File: config.mk
export PLATFORM = sky130hd
export DESIGN_NAME = div8_seq
export DESIGN_NICKNAME = d
export VERILOG_FILES = /design/src/rtl/div8_seq.sv
export SDC_FILE = /design/constraint.sdc
export NUM_CORES = 1
export LEC_CHECK = 0
export CAP_MARGIN = 0
export CORE_MARGIN = 2
export CORE_UTILIZATION = 45
export CTS_BUF_LIST = sky130_fd_sc_hd__clkbuf_8
export DETAILED_ROUTE_END_ITERATION = 7
export PLACE_DENSITY = 0.69
export SYNTH_ARGS = -nofsm -noshare
export SYNTH_HDL_FRONTEND = slang
export SYNTH_HIERARCHICAL = 1
export SYNTH_SLANG_ARGS = --single-unit
File: constraint.sdc
create_clock -name clk -period 3.46 [get_ports clk]
set_input_delay 0.692 -clock clk [delete_from_list [all_inputs] [get_ports clk]]
set_output_delay 0.692 -clock clk [all_outputs]
set_load 0.01 [all_outputs]
File: src/rtl/div8_seq.sv
// Iterative 8-bit unsigned restoring divider: one quotient bit per clock,
// trial subtraction through the csa8 carry-select adder (a + ~b + 1).

module csa8 (
  input  logic [7:0] i_a,
  input  logic [7:0] i_b,
  input  logic       i_cin,
  output logic [7:0] o_sum,
  output logic       o_cout
);
  logic [4:0] w_lo;
  logic [4:0] w_hi0;
  logic [4:0] w_hi1;
  logic [4:0] w_hi_sel;

  // Upper nibble is precomputed for both carries; the low-nibble carry picks one.
  always_comb begin
    w_lo     = {1'b0, i_a[3:0]} + {1'b0, i_b[3:0]} + {4'b0000, i_cin};
    w_hi0    = {1'b0, i_a[7:4]} + {1'b0, i_b[7:4]};
    w_hi1    = {1'b0, i_a[7:4]} + {1'b0, i_b[7:4]} + 5'd1;
    w_hi_sel = w_lo[4] ? w_hi1 : w_hi0;
    o_sum    = {w_hi_sel[3:0], w_lo[3:0]};
    o_cout   = w_hi_sel[4];
  end
endmodule

module div8_seq (
  input  logic       clk,
  input  logic       rst,
  input  logic       start,
  input  logic [7:0] dividend,
  input  logic [7:0] divisor,
  output logic [7:0] quotient,
  output logic [7:0] remainder,
  output logic       busy,
  output logic       done,
  output logic       div_by_zero
);
  typedef enum logic [1:0] {
    S_IDLE,
    S_RUN,
    S_DONE
  } state_t;

  state_t     r_state;
  state_t     w_state_next;
  logic [7:0] r_q;
  logic [7:0] r_r;
  logic [7:0] r_d;
  logic [2:0] r_count;

  logic [8:0] w_s;
  logic [7:0] w_diff;
  logic       w_cout;
  logic       w_ok;
  logic [7:0] w_r_next;
  logic [7:0] w_q_next;

  assign w_s = {r_r, r_q[7]};

  csa8 u_csa8 (
    .i_a    (w_s[7:0]),
    .i_b    (~r_d),
    .i_cin  (1'b1),
    .o_sum  (w_diff),
    .o_cout (w_cout)
  );

  // A set S[8] means S already exceeds any 8-bit divisor, so the subtract succeeds.
  always_comb begin
    w_ok     = w_s[8] | w_cout;
    w_r_next = w_ok ? w_diff : w_s[7:0];
    w_q_next = {r_q[6:0], w_ok};
  end

  always_ff @(posedge clk) begin
    if (rst) r_state <= S_IDLE;
    else     r_state <= w_state_next;
  end

  always_comb begin
    w_state_next = r_state;
    case (r_state)
      S_IDLE: if (start) w_state_next = (divisor == 8'd0) ? S_DONE : S_RUN;
      S_RUN:  if (r_count == 3'd7) w_state_next = S_DONE;
      S_DONE: w_state_next = S_IDLE;
      default: w_state_next = S_IDLE;
    endcase
  end

  always_ff @(posedge clk) begin
    if (rst) begin
      r_q         <= '0;
      r_r         <= '0;
      r_d         <= '0;
      r_count     <= '0;
      quotient    <= '0;
      remainder   <= '0;
      div_by_zero <= 1'b0;
    end else begin
      case (r_state)
        S_IDLE: begin
          if (start) begin
            if (divisor != 8'd0) begin
              r_q         <= dividend;
              r_r         <= '0;
              r_d         <= divisor;
              r_count     <= '0;
              quotient    <= '0;
              remainder   <= '0;
              div_by_zero <= 1'b0;
            end else begin
              quotient    <= '1;
              remainder   <= dividend;
              div_by_zero <= 1'b1;
            end
          end
        end
        S_RUN: begin
          r_q     <= w_q_next;
          r_r     <= w_r_next;
          r_count <= r_count + 3'd1;
          if (r_count == 3'd7) begin
            quotient  <= w_q_next;
            remainder <= w_r_next;
          end
        end
        default: ;
      endcase
    end
  end

  assign busy = (r_state == S_RUN);
  assign done = (r_state == S_DONE);
endmodule
Yosys cells after proc, flatten, opt, wreduce, memory -nomap -nowiden. Index checks and enable logic that the tools add are counted.

Memories kept: 0. Bits in read-only memories: 0. Bits in registers: 46. Bits in writable memories: 0. Input port bits: 19. Word-level logic and storage cells: 54. Latch bits: 0. Output and inout port bits: 19.

Muxes and demuxes: 24. $mul: 0. Shift-type cells: 0. Order comparisons: 0. Divide/modulo/power cells: 0. Equal/unequal tests: 6. Add/sub/neg operators: 5. Reductions and logical operators: 9. Bitwise operators: 2.

Operators by type and width (count): 8-bit two-way mux (11); 8-bit one-hot mux with 2 select lines (4); 4-bit by 4-bit adder with 5-bit output (2); 5-bit by 1-bit adder with 5-bit output, second input constant (2); 3-bit AND reduction (3); 8-bit zero test (1); 8-bit NOT (1); 8-bit nonzero test (1); 2-bit two-way mux (3); 3-bit two-way mux (2); 3-bit one-hot mux with 2 select lines (1); 5-bit two-way mux (1); 2-bit inequality test, second input constant (2); 2-bit one-hot mux with 2 select lines (1); 2-bit AND reduction (2); 3-bit by 1-bit adder with 3-bit output, second input constant (1); 3-bit == test, second input constant (1); 2-bit by 1-bit == test with 1-bit output, second input constant (1); 2-bit == test, second input constant (1); 2-bit zero test (1); 2-bit by 1-bit inequality test with 1-bit output, second input constant (1); 2-bit nonzero test (1); 1-bit two-way mux (1); 1-bit bitwise OR (1).

Longest topological paths before layout. Gate-level depths: netlist (run 1).

Depth in word-level cells: 8. Gate-level depth with buffers: 13. Gate-level depth less buffers: 13.

Modules after synthesis. Netlist (run 1), hierarchy kept.

Modules (own cells, without submodules): div8_seq (cells each 216, sequential area each 920.9 µm², area each 2023.2 µm², instances 1); csa8 (cells each 51, sequential area each 0.0 µm², area each 390.4 µm², instances 1).

Worst setup path after synthesis (run 1). Ideal clock, no wire load.

Path type: register to register. From: register r_q[7]. To: register remainder[2]. Arrival: 3017 ps. Path slack: 308 ps. Clock period less this slack: 3152 ps. Cell stages (with the launch flop): 12. Required time: 3325 ps. Path buffers: 0. Setup time: 135 ps. Cell sequence: dfxtp_1 -> inv_1 -> fa_1 -> fa_1 -> nand2b_1 -> a21oi_2 -> nor4b_2 -> xnor2_1 -> nor2_1 -> mux2_2 -> a221oi_1 -> nor3_1.

Word-level cells in the longest chain between the ends: 7.

RTL lines: start: declaration (RTL line 47) `logic [7:0] r_q;`; start signal: assignment (RTL line 105) `r_q <= dividend;`; start signal: assignment (RTL line 120) `r_q <= w_q_next;`; 4-bit by 4-bit adder with 5-bit output (RTL line 18) `w_lo = {1'b0, i_a[3:0]} + {1'b0, i_b[3:0]} + {4'b0000, i_cin};`; 5-bit by 1-bit adder with 5-bit output (RTL line 18); 5-bit two-way mux (RTL line 21) `w_hi_sel = w_lo[4] ? w_hi1 : w_hi0;`; net w_cout (RTL line 54) `logic w_cout;`; 1-bit bitwise OR (RTL line 71) `w_ok = w_s[8] | w_cout;`; 8-bit two-way mux (RTL line 72) `w_r_next = w_ok ? w_diff : w_s[7:0];`; 8-bit two-way mux (RTL line 123) `if (r_count == 3'd7) begin`; 8-bit one-hot mux with 2 select lines (RTL line 101) `case (r_state)`; end signal: assignment (RTL line 114) `remainder <= dividend;`; end signal: assignment (RTL line 125) `remainder <= w_r_next;`; end: declaration (RTL line 34) `output logic [7:0] remainder,`.

The timed path passes the listed nets, and every way through them passes these cells. The select of a mux whose other input is x is not followed. A chain may end at the register's enable or synchronous reset.

Worst setup path in the final report (run 1). Same ends and word-level chain as after synthesis.

==> run_results.csv, run 1 <==
group,metric,value,unit
sta,setup_viol_count_final,0,
synth,synth_cells,267,
sta,fmax,309.5,MHz
sta,period_needed,3.231,ns
power_and_ir_drop,power.density,537.0,nW/um2
die,core.rowCount,26,
synth,synthesis.nets,299,
sta,relSlewSlack,30.25,%
worst_setup_path,cp_max_fo,8,
sta,rsz0062_at_grt,"false",
worst_setup_path,required,3.66,ns
cts,clock_latency,0.31,ns
worst_setup_path,path_class,"flop to flop",
routing,ant_nets,0,
synth,syn_area_per_cell,9.040,um2
global_route,grt_pass1_vias,2091,
routing,drc,0,
run,maxCapViolCount,0,
sta,drv_slew,0,
synth,synth_cell_type_count,46,
synth,synthFlopType,"dfxtp_1",
cts,clockRootBuffer,"clkbuf_8",
global_route,grt_pass1_wl,10190,um
power_and_ir_drop,ir_worst_vdd,288.5,uV
routing,wl,5913,um
placement,port_buffers,37,
final_layout,multi_input_area,1339,um2
die,initial_core_util,46.96,%
synth,ys_async_sr_fraction,0,%
power_and_ir_drop,total_power,1.582,mW
cts,cts.sinks,46,
final_layout,regArea,920.9,um2
min_path,hold_depth,2,
die,ios,38,
sta,fin_skew,0.007109,ns
power_and_ir_drop,p_leak,1.170,nW
sta,hold_violations,0,
global_route,grt_max_degree,31,
global_route,antenna_found_initial,0,
cts,clk_path_buf_depth,2,
synth,netlist_area,2414,um2
global_route,globalRouteTotalUtil,21.53,%
final_layout,fillers,517,
worst_setup_path,rr_worst_depth,12,
die,dieArea,5965,um2
sta,fin_crit_sh,93.37,%
synth,yosys_warnings,6,
final_layout,area_growth,22.08,%
worst_setup_path,end_kind,"flop",
routing,wl_per_cell,15.85,um
synth,yosys_register_bits,46,
final_layout,nets,334,
global_route,overflow,0,
routing,drtIter0Drc,132,
final_layout,final_layout_size_suffix_gt1_share,15.51,%
min_path,hold_path.class,"flop to flop",
die,core-area,5140,um2
cts,cts_buffers,5,
status,status,"finished, final reports clean",
synth,yosysSeqAreaShare,38.15,%
sta,max_slew.worst_pin.slew,1.044,ns
routing,viasPerCell,5.571,
routing,firstDrtPassIters,4,
final_layout,antenna-diode-count,0,
placement,gp_congestion,0.7960,
placement,hpwl,4235,um
cts,cts_tree,"built",
worst_setup_path,crit_arrival,3.43,ns
routing,via_count,2078,
die,die_w,77.24,um
worst_setup_path,cp-start-kind,"flop",
synth,synth_edf_count,0,
sta,tns,0,ns
die,die_h,77.24,um
cts,clkTransAtPathRegs,0.10,ns
cts,htreeDepth,2,
-- critical path, cell delays in order (launching register included) --
cell      delay [ns]
dfxtp_1         0.37
inv_1           0.07
fa_1            0.45
fa_1            0.43
nand2b_1        0.21
a21oi_4         0.21
nor4b_2         0.25
xnor2_1         0.12
nor2_1          0.09
buf_4           0.19
mux2_2          0.37
a221oi_1        0.28
nor3_1          0.09
-- final cells by class --
type | count | share of cell area [%]
multi-input combinational | 182 | 45.44
sequential | 46 | 31.25
timing repair buffer | 43 | 14.10
inverter | 24 | 3.057
tap | 70 | 2.972
clock buffer | 5 | 2.335
clock inverter | 3 | 0.8493
-- layer usage --
layer | up-vias | global-route usage (%) | wire (um)
met2 | 57 | 35.13 | 2908
met5 | - | 0 | 0
li1 | 1028 | - | -
met3 | 9 | 3.294 | 281
met4 | 0 | 10.00 | 140
met1 | 984 | 27.92 | 2582
-- where the power goes --
group / switching [mW] / internal, mW
clock network: 0.201 / 0.146
registers: 0.0361 / 0.580
logic: 0.318 / 0.300
total: 0.556 / 1.03
-- cells in the mapped netlist (2+ instances only) --
cell / instances / area (um2)
a21oi_1: 10 / 50.05
nand2b_1: 3 / 18.77
buf_4: 2 / 15.01
ha_1: 10 / 125.1
nor4_1: 2 / 12.51
nand3_1: 9 / 45.04
a211oi_1: 7 / 52.55
nor3_1: 15 / 75.07
a32o_1: 8 / 80.08
clkbuf_1: 7 / 26.28
o31ai_1: 8 / 60.06
inv_1: 23 / 86.33
fa_1: 3 / 60.06
a221oi_1: 5 / 43.79
o21ai_1: 2 / 10.01
nand3b_1: 2 / 15.01
nand2_1: 7 / 26.28
mux2_2: 8 / 90.09
a221oi_2: 3 / 45.04
or4_4: 2 / 22.52
nor2_1: 42 / 157.7
o221a_2: 7 / 78.83
dfxtp_1: 46 / 920.9
nor3_2: 4 / 40.04
xnor2_1: 6 / 52.55
buf_2: 5 / 25.02
o21ai_0: 2 / 10.01
-- flip-flops by register name, indices dropped and copies added (netlist names) --
name,count
quotient,8
r_d,8
r_q,8
r_r,8
remainder,8
r_count,3
r_state,2
div_by_zero,1
-- path summary, 6_finish.rpt --
| check | startpoint | to | slack, ns |
|---|---|---|---|
| hold reg to reg | quotient[0] | quotient[0] | 0.47 |
| hold / removal | quotient[0] | quotient[0] | 0.47 |
| setup / recovery | r_q[7] | remainder[2] | 0.23 |
| setup reg to reg | r_q[7] | remainder[2] | 0.23 |
-- repair_timing --
item	CTS	global route
endpoints found under the hold margin	0	0
setup endpoints to repair	0	7
hold buffers	0	0
buffers inserted	0	0
resized for setup	0	2
-- layout by cell type (no fill, tap or decap), types with 3 or more instances in the layout --
| master | synthesis | final |
|---|---|---|
| fa_1 | 3 | 3 |
| dfxtp_1 | 46 | 46 |
| nand2_1 | 7 | 7 |
| a211oi_1 | 7 | 7 |
| xnor2_1 | 6 | 6 |
| mux2_2 | 8 | 8 |
| ha_1 | 10 | 10 |
| inv_1 | 23 | 23 |
| nor2_1 | 42 | 42 |
| o221a_2 | 7 | 7 |
| buf_4 | 2 | 6 |
| a32o_1 | 8 | 8 |
| nand2b_1 | 3 | 3 |
| a21oi_1 | 10 | 10 |
| clkbuf_8 | 0 | 5 |
| a221oi_2 | 3 | 4 |
| nor3_1 | 15 | 15 |
| o31ai_1 | 8 | 8 |
| nor3_2 | 4 | 4 |
| clkdlybuf4s50_1 | 0 | 37 |
| a221oi_1 | 5 | 4 |
| nand3_1 | 9 | 9 |
-- kinds of logic after synthesis --
logic type	Yosys count	share of synthesized area, %
AO/OA/AOI/OAI	59	20.48
XOR/XNOR	7	2.540
adder cells (fa/ha/maj)	13	7.672
buffers and inverters	39	6.946
flip-flops	46	38.15
multiplexers	9	4.147
other	1	0.1554
AND/OR/NAND/NOR	93	19.91
-- per-stage QoR --
step	instance area (um2)	instances	utilization [%]	worst slack [ns]	hold slack, ns
5_1_grt	2947	373	57.33	0.01779	0.5006
3_5_place_dp	2839	365	55.23	0.1552	0.4529
6_report	2947	373	57.33	0.2294	0.4695
3_3_place_gp	2839	365	55.23	0.3047	0.4492
4_1_cts	2933	373	57.06	0.09673	0.4732
2_1_floorplan	2414	267	-	0.3081	0.4452
Note: power is estimated with default switching activity, not from simulation.
==> run 2: changes to the inputs <==
SLEW_MARGIN = 0   (was unset)
==> results of run 2 <==
The final DEF is identical to that of run 1; final timing and power are the same.
